## config.mk

```make
export PLATFORM = sky130hd
export DESIGN_NAME = frame_pixel_streamer_flat
export DESIGN_NICKNAME = d
export VERILOG_FILES = /design/src/rtl/frame_pixel_streamer_pkg.sv /design/src/rtl/frame_pixel_streamer_if.sv /design/src/rtl/frame_pixel_streamer_raster_addr_counter.sv /design/src/rtl/frame_pixel_streamer.sv /design/src/flat_wrapper.sv
export SDC_FILE = /design/constraint.sdc
export NUM_CORES = 1
export LEC_CHECK = 0
export CORE_UTILIZATION = 45
export DETAILED_ROUTE_END_ITERATION = 7
export GPL_TIMING_DRIVEN = 1
export PLACE_DENSITY = 0.79
export SLEW_MARGIN = 20
export SYNTH_ARGS = -nofsm -noshare
export SYNTH_HDL_FRONTEND = slang
export SYNTH_SLANG_ARGS = --single-unit
```

## constraint.sdc

```tcl
create_clock -name clk -period 2.2 [get_ports clk]
set_clock_uncertainty 0.1 [all_clocks]
set_input_delay 0.33 -clock clk [delete_from_list [all_inputs] [get_ports clk]]
set_output_delay 0.33 -clock clk [all_outputs]
set_load 0.03 [all_outputs]
```

## src/rtl/frame_pixel_streamer_pkg.sv

```systemverilog
// Shared definitions for the raster pixel stream: FSM encoding, pixel width
// and the raster index used by both the streamer and the gradient windowing.
package pixel_stream_pkg;

  localparam int PIXEL_W = 8;
  localparam int GAP_W   = 8;
  localparam int CNT_W   = 16;

  typedef enum logic [2:0] {
    ST_IDLE  = 3'd0,
    ST_READ  = 3'd1,
    ST_GAP   = 3'd2,
    ST_DRAIN = 3'd3,
    ST_DONE  = 3'd4
  } stream_state_t;

  function automatic int raster_index(input int row, input int col, input int n);
    return row * n + col;
  endfunction

endpackage

```

## src/rtl/frame_pixel_streamer_if.sv

```systemverilog
// Bundle of the sequencer handshake, frame buffer read port and pixel stream.
interface frame_pixel_streamer_if
  import pixel_stream_pkg::*;
#(
  parameter int ADDR_W = 5
) ();

  logic               start;
  logic               abort;
  logic               mem_rd_en;
  logic [ADDR_W-1:0]  mem_addr;
  logic [PIXEL_W-1:0] mem_rdata;
  logic [PIXEL_W-1:0] pixel_out;
  logic               valid;
  logic               sof;
  logic               eol;
  logic               busy;
  logic               done;
  logic [CNT_W-1:0]   frame_cnt;

  modport master (
    input  start, abort, mem_rdata,
    output mem_rd_en, mem_addr, pixel_out, valid, sof, eol, busy, done, frame_cnt
  );

  modport slave (
    output start, abort, mem_rdata,
    input  mem_rd_en, mem_addr, pixel_out, valid, sof, eol, busy, done, frame_cnt
  );

endinterface

```

## src/rtl/frame_pixel_streamer_raster_addr_counter.sv

```systemverilog
// Row/column raster counter producing the frame buffer address row*N+col.
module raster_addr_counter
  import pixel_stream_pkg::*;
#(
  parameter int M      = 5,
  parameter int N      = 5,
  parameter int ADDR_W = 5
) (
  input  logic              clk,
  input  logic              rst,
  input  logic              clr,
  input  logic              adv,
  output logic              last_col,
  output logic              last_row,
  output logic [ADDR_W-1:0] addr
);

  localparam int ROW_W = (M > 1) ? $clog2(M) : 1;
  localparam int COL_W = (N > 1) ? $clog2(N) : 1;

  logic [ROW_W-1:0] row;
  logic [COL_W-1:0] col;

  assign last_col = (col == COL_W'(N - 1));
  assign last_row = (row == ROW_W'(M - 1));
  assign addr     = ADDR_W'(raster_index(int'(row), int'(col), N));

  always_ff @(posedge clk) begin
    if (rst || clr) begin
      row <= '0;
      col <= '0;
    end else if (adv) begin
      if (last_col) begin
        col <= '0;
        row <= last_row ? '0 : row + ROW_W'(1);
      end else begin
        col <= col + COL_W'(1);
      end
    end
  end

endmodule

```

## src/rtl/frame_pixel_streamer.sv

```systemverilog
// Streams an M x N frame from a synchronous-read buffer in raster order with
// optional inter-row idle gaps, under a start/busy/done sequencer handshake.
module frame_pixel_streamer
  import pixel_stream_pkg::*;
#(
  parameter int M      = 5,
  parameter int N      = 5,
  parameter int ADDR_W = 5,
  parameter int H_GAP  = 0
) (
  input  logic                  clk,
  input  logic                  rst,
  frame_pixel_streamer_if.master bus
);

  stream_state_t state, state_nxt;

  logic              last_col;
  logic              last_row;
  logic [ADDR_W-1:0] addr;
  logic              rd_issue;
  logic              cnt_clr;
  logic              busy_c;
  logic [GAP_W-1:0]  gap_cnt;
  logic              gap_done;
  logic              aborted;

  logic               vld_p0, sof_p0, eol_p0;
  logic               vld_p1, sof_p1, eol_p1;
  logic [PIXEL_W-1:0] pix_p1;
  logic               done_r;
  logic [CNT_W-1:0]   frame_cnt_r;

  raster_addr_counter #(
    .M      (M),
    .N      (N),
    .ADDR_W (ADDR_W)
  ) u_addr_cnt (
    .clk      (clk),
    .rst      (rst),
    .clr      (cnt_clr),
    .adv      (rd_issue),
    .last_col (last_col),
    .last_row (last_row),
    .addr     (addr)
  );

  assign gap_done = (gap_cnt == GAP_W'(H_GAP - 1));

  always_ff @(posedge clk) begin
    if (rst) state <= ST_IDLE;
    else     state <= state_nxt;
  end

  // Abort takes priority over the row/frame boundary decisions in READ.
  always_comb begin
    state_nxt = state;
    case (state)
      ST_IDLE:  if (bus.start) state_nxt = ST_READ;
      ST_READ: begin
        if (bus.abort)                           state_nxt = ST_DRAIN;
        else if (last_col && last_row)           state_nxt = ST_DRAIN;
        else if (last_col && (H_GAP > 0))        state_nxt = ST_GAP;
      end
      ST_GAP: begin
        if (bus.abort)     state_nxt = ST_DRAIN;
        else if (gap_done) state_nxt = ST_READ;
      end
      ST_DRAIN: state_nxt = ST_DONE;
      ST_DONE:  state_nxt = ST_IDLE;
      default:  state_nxt = ST_IDLE;
    endcase
  end

  always_comb begin
    rd_issue = (state == ST_READ) && !bus.abort;
    busy_c   = (state != ST_IDLE);
    cnt_clr  = (state == ST_IDLE) || (state == ST_DRAIN) || (state == ST_DONE);
  end

  always_ff @(posedge clk) begin
    if (rst)                              gap_cnt <= '0;
    else if (state == ST_GAP && !gap_done) gap_cnt <= gap_cnt + GAP_W'(1);
    else                                  gap_cnt <= '0;
  end

  // Remembers an abort so the completion edge pulses done without counting.
  always_ff @(posedge clk) begin
    if (rst)                  aborted <= 1'b0;
    else if (state == ST_IDLE) aborted <= 1'b0;
    else if ((state == ST_READ || state == ST_GAP) && bus.abort) aborted <= 1'b1;
  end

  always_ff @(posedge clk) begin
    if (rst) begin
      done_r      <= 1'b0;
      frame_cnt_r <= '0;
    end else begin
      done_r <= (state == ST_DONE);
      if (state == ST_DONE && !aborted) frame_cnt_r <= frame_cnt_r + CNT_W'(1);
    end
  end

  // Stage p0: tags registered alongside the read, aligned with mem_rdata.
  always_ff @(posedge clk) begin
    if (rst) begin
      vld_p0 <= 1'b0;
      sof_p0 <= 1'b0;
      eol_p0 <= 1'b0;
    end else begin
      vld_p0 <= rd_issue;
      sof_p0 <= rd_issue && (addr == '0);
      eol_p0 <= rd_issue && last_col;
    end
  end

  // Stage p1: registered stream outputs; pixel holds while not valid.
  always_ff @(posedge clk) begin
    if (rst) begin
      vld_p1 <= 1'b0;
      sof_p1 <= 1'b0;
      eol_p1 <= 1'b0;
      pix_p1 <= '0;
    end else begin
      vld_p1 <= vld_p0;
      sof_p1 <= sof_p0;
      eol_p1 <= eol_p0;
      if (vld_p0) pix_p1 <= bus.mem_rdata;
    end
  end

  assign bus.mem_rd_en = rd_issue;
  assign bus.mem_addr  = addr;
  assign bus.pixel_out = pix_p1;
  assign bus.valid     = vld_p1;
  assign bus.sof       = sof_p1;
  assign bus.eol       = eol_p1;
  assign bus.busy      = busy_c;
  assign bus.done      = done_r;
  assign bus.frame_cnt = frame_cnt_r;

endmodule
```

## src/flat_wrapper.sv

```systemverilog
// flat-port wrapper written by rule: the top's interface ports become plain ports
module frame_pixel_streamer_flat import pixel_stream_pkg::*;
#(
  parameter int M      = 5,
  parameter int N      = 5,
  parameter int ADDR_W = 5,
  parameter int H_GAP  = 0
)
  (clk, rst, bus_start, bus_abort, bus_mem_rdata, bus_mem_rd_en, bus_mem_addr, bus_pixel_out, bus_valid, bus_sof, bus_eol, bus_busy, bus_done, bus_frame_cnt);
  frame_pixel_streamer_if #(.ADDR_W(ADDR_W)) bus_i ();
  input  logic clk;
  input  logic rst;
  input wire logic [$bits(bus_i.start)-1:0] bus_start;
  input wire logic [$bits(bus_i.abort)-1:0] bus_abort;
  input wire logic [$bits(bus_i.mem_rdata)-1:0] bus_mem_rdata;
  output wire logic [$bits(bus_i.mem_rd_en)-1:0] bus_mem_rd_en;
  output wire logic [$bits(bus_i.mem_addr)-1:0] bus_mem_addr;
  output wire logic [$bits(bus_i.pixel_out)-1:0] bus_pixel_out;
  output wire logic [$bits(bus_i.valid)-1:0] bus_valid;
  output wire logic [$bits(bus_i.sof)-1:0] bus_sof;
  output wire logic [$bits(bus_i.eol)-1:0] bus_eol;
  output wire logic [$bits(bus_i.busy)-1:0] bus_busy;
  output wire logic [$bits(bus_i.done)-1:0] bus_done;
  output wire logic [$bits(bus_i.frame_cnt)-1:0] bus_frame_cnt;
  assign bus_i.start = bus_start;
  assign bus_i.abort = bus_abort;
  assign bus_i.mem_rdata = bus_mem_rdata;
  assign bus_mem_rd_en = bus_i.mem_rd_en;
  assign bus_mem_addr = bus_i.mem_addr;
  assign bus_pixel_out = bus_i.pixel_out;
  assign bus_valid = bus_i.valid;
  assign bus_sof = bus_i.sof;
  assign bus_eol = bus_i.eol;
  assign bus_busy = bus_i.busy;
  assign bus_done = bus_i.done;
  assign bus_frame_cnt = bus_i.frame_cnt;
  frame_pixel_streamer #(.M(M), .N(N), .ADDR_W(ADDR_W), .H_GAP(H_GAP)) u_core (.clk(clk), .rst(rst), .bus(bus_i));
endmodule
```

# Word level (Yosys, flattened, before mapping)
# Cells that the tools add are included.
[word_totals] reg_bits=49 wordCells=60 in_bits=12 output_inout_bits=35
[op_classes] n_mul=1 n_addsub=5 n_reduce_logical=21 n_mux=8 eq_ne=10 bitwise=1
[ops] operator="2-to-1 mux 3 bit" n=7
[ops] operator="adder 16 x 1 -> 16 bit, second input constant" n=1
[ops] operator="one-hot mux 3 bit (4 select lines)" n=1
[ops] operator="equality test 3 bit, second input constant" n=3
[ops] operator="adder 8 x 1 -> 8 bit, second input constant" n=1
[ops] operator="equality test 8 bit, second input constant" n=1
[ops] operator="logical AND 1 bit" n=7
[ops] operator="adder 3 x 1 -> 3 bit, second input constant" n=2
[ops] operator="equality test 3 x 2 -> 1 bit, second input constant" n=2
[ops] operator="inequality test 3 x 2 -> 1 bit, second input constant" n=2
[ops] operator="adder 5 x 3 -> 5 bit" n=1
[ops] operator="zero test 5 bit" n=1
[ops] operator="multiplier 3 x 3 -> 5 bit, second input constant" n=1
[ops] operator="logical OR 1 bit" n=4
[ops] operator="OR reduction 2 bit" n=2
[ops] operator="equality test 3 x 1 -> 1 bit, second input constant" n=1
[ops] operator="zero test 1 bit" n=3
[ops] operator="zero test 3 bit" n=1
[ops] operator="AND reduction 3 bit" n=1
[ops] operator="nonzero test 3 bit" n=1
[ops] operator="inequality test 2 bit, second input constant" n=1
[ops] operator="AND reduction 2 bit" n=1
[ops] operator="NOT 1 bit" n=1

# Depth between registers and ports, before layout
# Gate-level depths: netlist (run 1).
[depth] word_depth=5 ltp_mapped=7 depth_no_buf=7

# By module
# A second synthesis (run 1) with hierarchy kept.
[hier_totals] hier_cells=244 hier_area_um2=2195.9
[modules_own_cells] mod="frame_pixel_streamer" n_inst=1 cells_each=189 area_per_inst_um2=1706.6
[modules_own_cells] mod="raster_addr_counter" n_inst=1 cells_each=55 area_per_inst_um2=489.2

# Worst setup path before layout (run 1)
# Ideal clock, no wire load.
[synth_path] kind="register to register" start="register u_core.u_addr_cnt.row[0]" end="register u_core.sof_p0" slack_ps=-198 setup_time_ps=93 path_stages_with_launch=6 arrival_ps=2205 t_required_ps=2007 period_less_slack_ps=2398 n_path_buf=0 cell_sequence="dfxtp_1 ha_1 ha_1 fa_1 or4_1 nor4_1"
[synth_between] elab_chain_cells=4
[synth_lines] item="start, declared" line="frame_pixel_streamer_raster_addr_counter.sv:21" rtl="logic [ROW_W-1:0] row;"
[synth_lines] item="start signal, assigned" line="frame_pixel_streamer_raster_addr_counter.sv:35" rtl="row <= last_row ? '0 : row + ROW_W'(1);"
[synth_lines] item="multiplier 3 x 3 -> 5 bit" line="frame_pixel_streamer_pkg.sv:18" rtl="return row * n + col;"
[synth_lines] item="adder 5 x 3 -> 5 bit" line="frame_pixel_streamer_pkg.sv:18"
[synth_lines] item="named net bus_mem_addr[2]" line="flat_wrapper.sv:17" rtl="output wire logic [$bits(bus_i.mem_addr)-1:0] bus_mem_addr;"
[synth_lines] item="zero test 5 bit" line="frame_pixel_streamer.sv:112" rtl="sof_p0 <= rd_issue && (addr == '0);"
[synth_lines] item="logical AND 1 bit" line="frame_pixel_streamer.sv:112"
[synth_lines] item="end signal, assigned" line="frame_pixel_streamer.sv:112"
[synth_lines] item="end, declared" line="frame_pixel_streamer.sv:28" rtl="logic vld_p0, sof_p0, eol_p0;"
# The timed path passes the listed nets, and every way through them passes these cells.
# A chain may end at the register's enable or synchronous reset.

# Final worst setup path (run 1)
[layout_path] start="register u_core.u_addr_cnt.row[2]" end="output port bus_mem_addr[4]"
[layout_between] elab_chain_cells=2
[layout_lines] item="multiplier 3 x 3 -> 5 bit" line="frame_pixel_streamer_pkg.sv:18"
[layout_lines] item="adder 5 x 3 -> 5 bit" line="frame_pixel_streamer_pkg.sv:18"
[layout_lines] item="end, declared" line="flat_wrapper.sv:17"
# No other way between the ends.

==> impl_metrics.ini, run 1 <==
[status]
status = finished with violations
violations = negative setup slack

[worst_setup_path]
critPathKind = flop to output port
worst_path_largest_cell_delay_ns = 0.35
path_common_cell = ha_4
crit_path_end_kind = output port
critPathLaunchType = flop
crit_start = u_core.u_addr_cnt.row[2]
critPathBufInv = 1
rr_startpoint = u_core.u_addr_cnt.row[2]
cpLargestDelayFamily = adder cells
required_ns = 1.77
cp_max_fo = 2
cp_data_arrival_time_ns = 1.99
crit_slowest_cell = dfxtp_2
crit_chain = ha_4, ha_4, ha_4, a21o_1, a21oi_2, xnor2_2, buf_6

[placed_design]
post_dp_cell_area_sq_um = 2811
place.gp.congestion = 0.7605
dp_hpwl_um = 3220
port_buffers = 46

[sta]
worst_slew_pin_slew_ns = 0.4808
setup_viol = 4
clock.fmax_mhz = 412.7
hold_slack_ns = 0.3436
setup_ws_ns = -0.2229
final.setup.tns_ns = -0.5291
hold_viol_final = 0
post-route-min-period_ns = 2.423
period_share_pct = 110.1
finalMaxSlewViolations = 0
slew-limit-headroom_pct = 67.73
rsz0062_at_grt = true

[clock_tree]
cts_max_level = 2
clk_path_buf_depth = 2
cts_hold_buf = 0
clockRootBuffer = clkbuf_8
cts_tree = yes
cts_buffers = 5
cts_sinks = 49
clock_latency_ns = 0.29
clkSlewWorstSetupHoldPaths_ns = 0.08

[detailed_routing]
drtPass1Iterations = 5
viasPerCell = 5.025
wl_per_cell_um = 11.75
wl_um = 4255
vias = 1819
postRouteAntennaNets = 0
drt_iter0_drc = 62
drc = 0

[yosys]
synth_top_area_cell = dfxtp_1
synth_cells = 238
synth_area_per_cell_sq_um = 9.342
synth_edf_count = 0
synth_top_area_share_pct = 44.12
ys_ff_latch = 49
syn_area_sq_um = 2223
async_reset_ff_share_pct = 0
synth-main-ff-cell = dfxtp_1
synthTopCellsByArea = dfxtp_1 44%, ha_1 7.9%, nor2_1 5.9%, xor2_1 4.7%, mux2i_1 4.1%
synth_seq_area_share_pct = 44.12
ys_types = 40
syn_nets = 265
ys.warnings.count = 0

[floorplanning]
die_area_sq_um = 5226
num_rows = 25
die-width_um = 72.29
die_height_um = 72.29
fp.coreArea_sq_um = 4723
start_util_pct = 47.07
io_pins = 47

[cells_and_area]
area_growth_pct = 33.54
fin_nets = 321
antennaDiodeCount = 0
drive_gt1_share_pct = 14.58
fin_area_sq_um = 2969
nFillCells = 412

[job]
maxCapViolations = 0

[pwr]
powerDensity_nw_per_um2 = 536.5
cellLeakagePower_uw = 0.001177
max-vdd-ir-drop_uv = 348.5

[min_path]
hp-start = u_core.gap_cnt[0]
hold_path.class = flop to flop

[global_route]
grt_pass1_wl_um = 7389
grt_max_degree = 26
antenna_found_initial = 0
grt_usage_pct = 17.99
first_global_vias = 1736
gr-total-overflow = 0
[path summary, 6_finish.rpt]
| kind | to | slack (ns) | cells after the start |
|---|---|---|---|
| worst max-delay path | bus_mem_addr[4] | -0.22 | 7 |
| worst min register to register | u_core.gap_cnt[0] | 0.34 | 1 |
| worst min-delay path | u_core.gap_cnt[0] | 0.34 | 1 |
| worst max register to register | u_core.sof_p0 | -0.02 | 6 |
[through the flow]
stage                     utilization (%)  setup slack (ns)  total power, uW  cells
final                               62.86           -0.2229             1593    362
after global routing                62.86           -0.2749             1662    362
after CTS                           62.38           -0.2289             1616    361
after detailed placement            59.52           -0.1262             1105    352
after global placement              59.52          -0.06174             1102    352
after floorplan                         -          -0.04529             1041    238
[cell families after synthesis]
group	Yosys count	synth area share, %
simple gates	102	25.27
compound gates	28	6.585
fa+ha+maj	15	8.779
flops	49	44.12
buf+inv	16	3.714
xor+xnor	19	7.485
mux	9	4.052
[synthesized netlist by cell type (2+ instances only)]
cell,n
mux2i_1,9
nor3_1,5
nor4_1,2
buf_2,2
or3_1,5
nor2_1,35
and3_1,5
o21ai_0,10
xnor2_1,7
a21oi_1,13
or4_1,2
ha_1,14
nand2_1,12
buf_6,2
inv_1,6
clkbuf_1,5
xor2_1,12
o21ai_1,2
nand4_1,5
dfxtp_1,49
nand3_1,12
nand4_2,2
nor2b_1,4
and2_1,2
[placed cells by master (no fill, tap or decap), drive strengths merged, types with 2 or more instances in the layout]
cell type      count
xor2              12
mux2i              9
nand4              7
inv                7
nor2              36
buf               16
xnor2              7
nor2b              4
clkinv             2
nand3             13
or3                5
nor3               5
o21ai             12
dfxtp             49
a21oi             13
and3               6
nor4               2
clkdlybuf4s50     40
nand2             12
and2               2
ha                14
or4                2
clkbuf             5
[report_power, final]
group | internal, uW | switching (uW)
sequential | 903 | 22.2
combinational | 72.2 | 85.6
clock | 220 | 290
total | 1200 | 398
[what timing repair did]
item | CTS | global route
endpoints found under the setup margin | 5 | 5
pin swaps | 6 | 5
gates resized for setup | 9 | 4
setup buffers | 1 | 1
[per-layer routing]
layer,vias up,track usage (%),part of all wire (%)
met5,-,0,0
met4,0,6.536,1.1
met3,6,3.333,3.8
met2,42,31.26,50
met1,838,22.22,45
li1,933,-,-
[cell type report]
cell class	instances	area [sq um]	area share (%)
Multi-Input combinational cell	173	1231	41.47
Sequential cell	49	983.4	33.12
Timing Repair Buffer	58	553.0	18.63
Tap cell	67	83.83	2.823
Clock buffer	5	68.82	2.318
Inverter	7	31.28	1.054
Clock inverter	3	17.52	0.5900
[flip-flops by register name, indices dropped and copies added (netlist names), 3 cells and up]
name / cells
u_core.u_addr_cnt.row: 3
u_core.u_addr_cnt.col: 3
u_core.bus.pixel_out: 8
u_core.gap_cnt: 8
u_core.bus.frame_cnt: 16
u_core.state: 3
Power figures use the tool's default switching activity.
==> run 2: changes to the inputs <==
--- a/config.mk
+++ b/config.mk
@@ -13,3 +13,4 @@
 export SYNTH_ARGS = -nofsm -noshare
 export SYNTH_HDL_FRONTEND = slang
 export SYNTH_SLANG_ARGS = --single-unit
+export TNS_END_PERCENT = 30
==> results of run 2 <==
Final layout, timing and power as in run 1 (identical DEF).
Among the figures that moved: via count of the first global-routing pass 1736 -> 1737
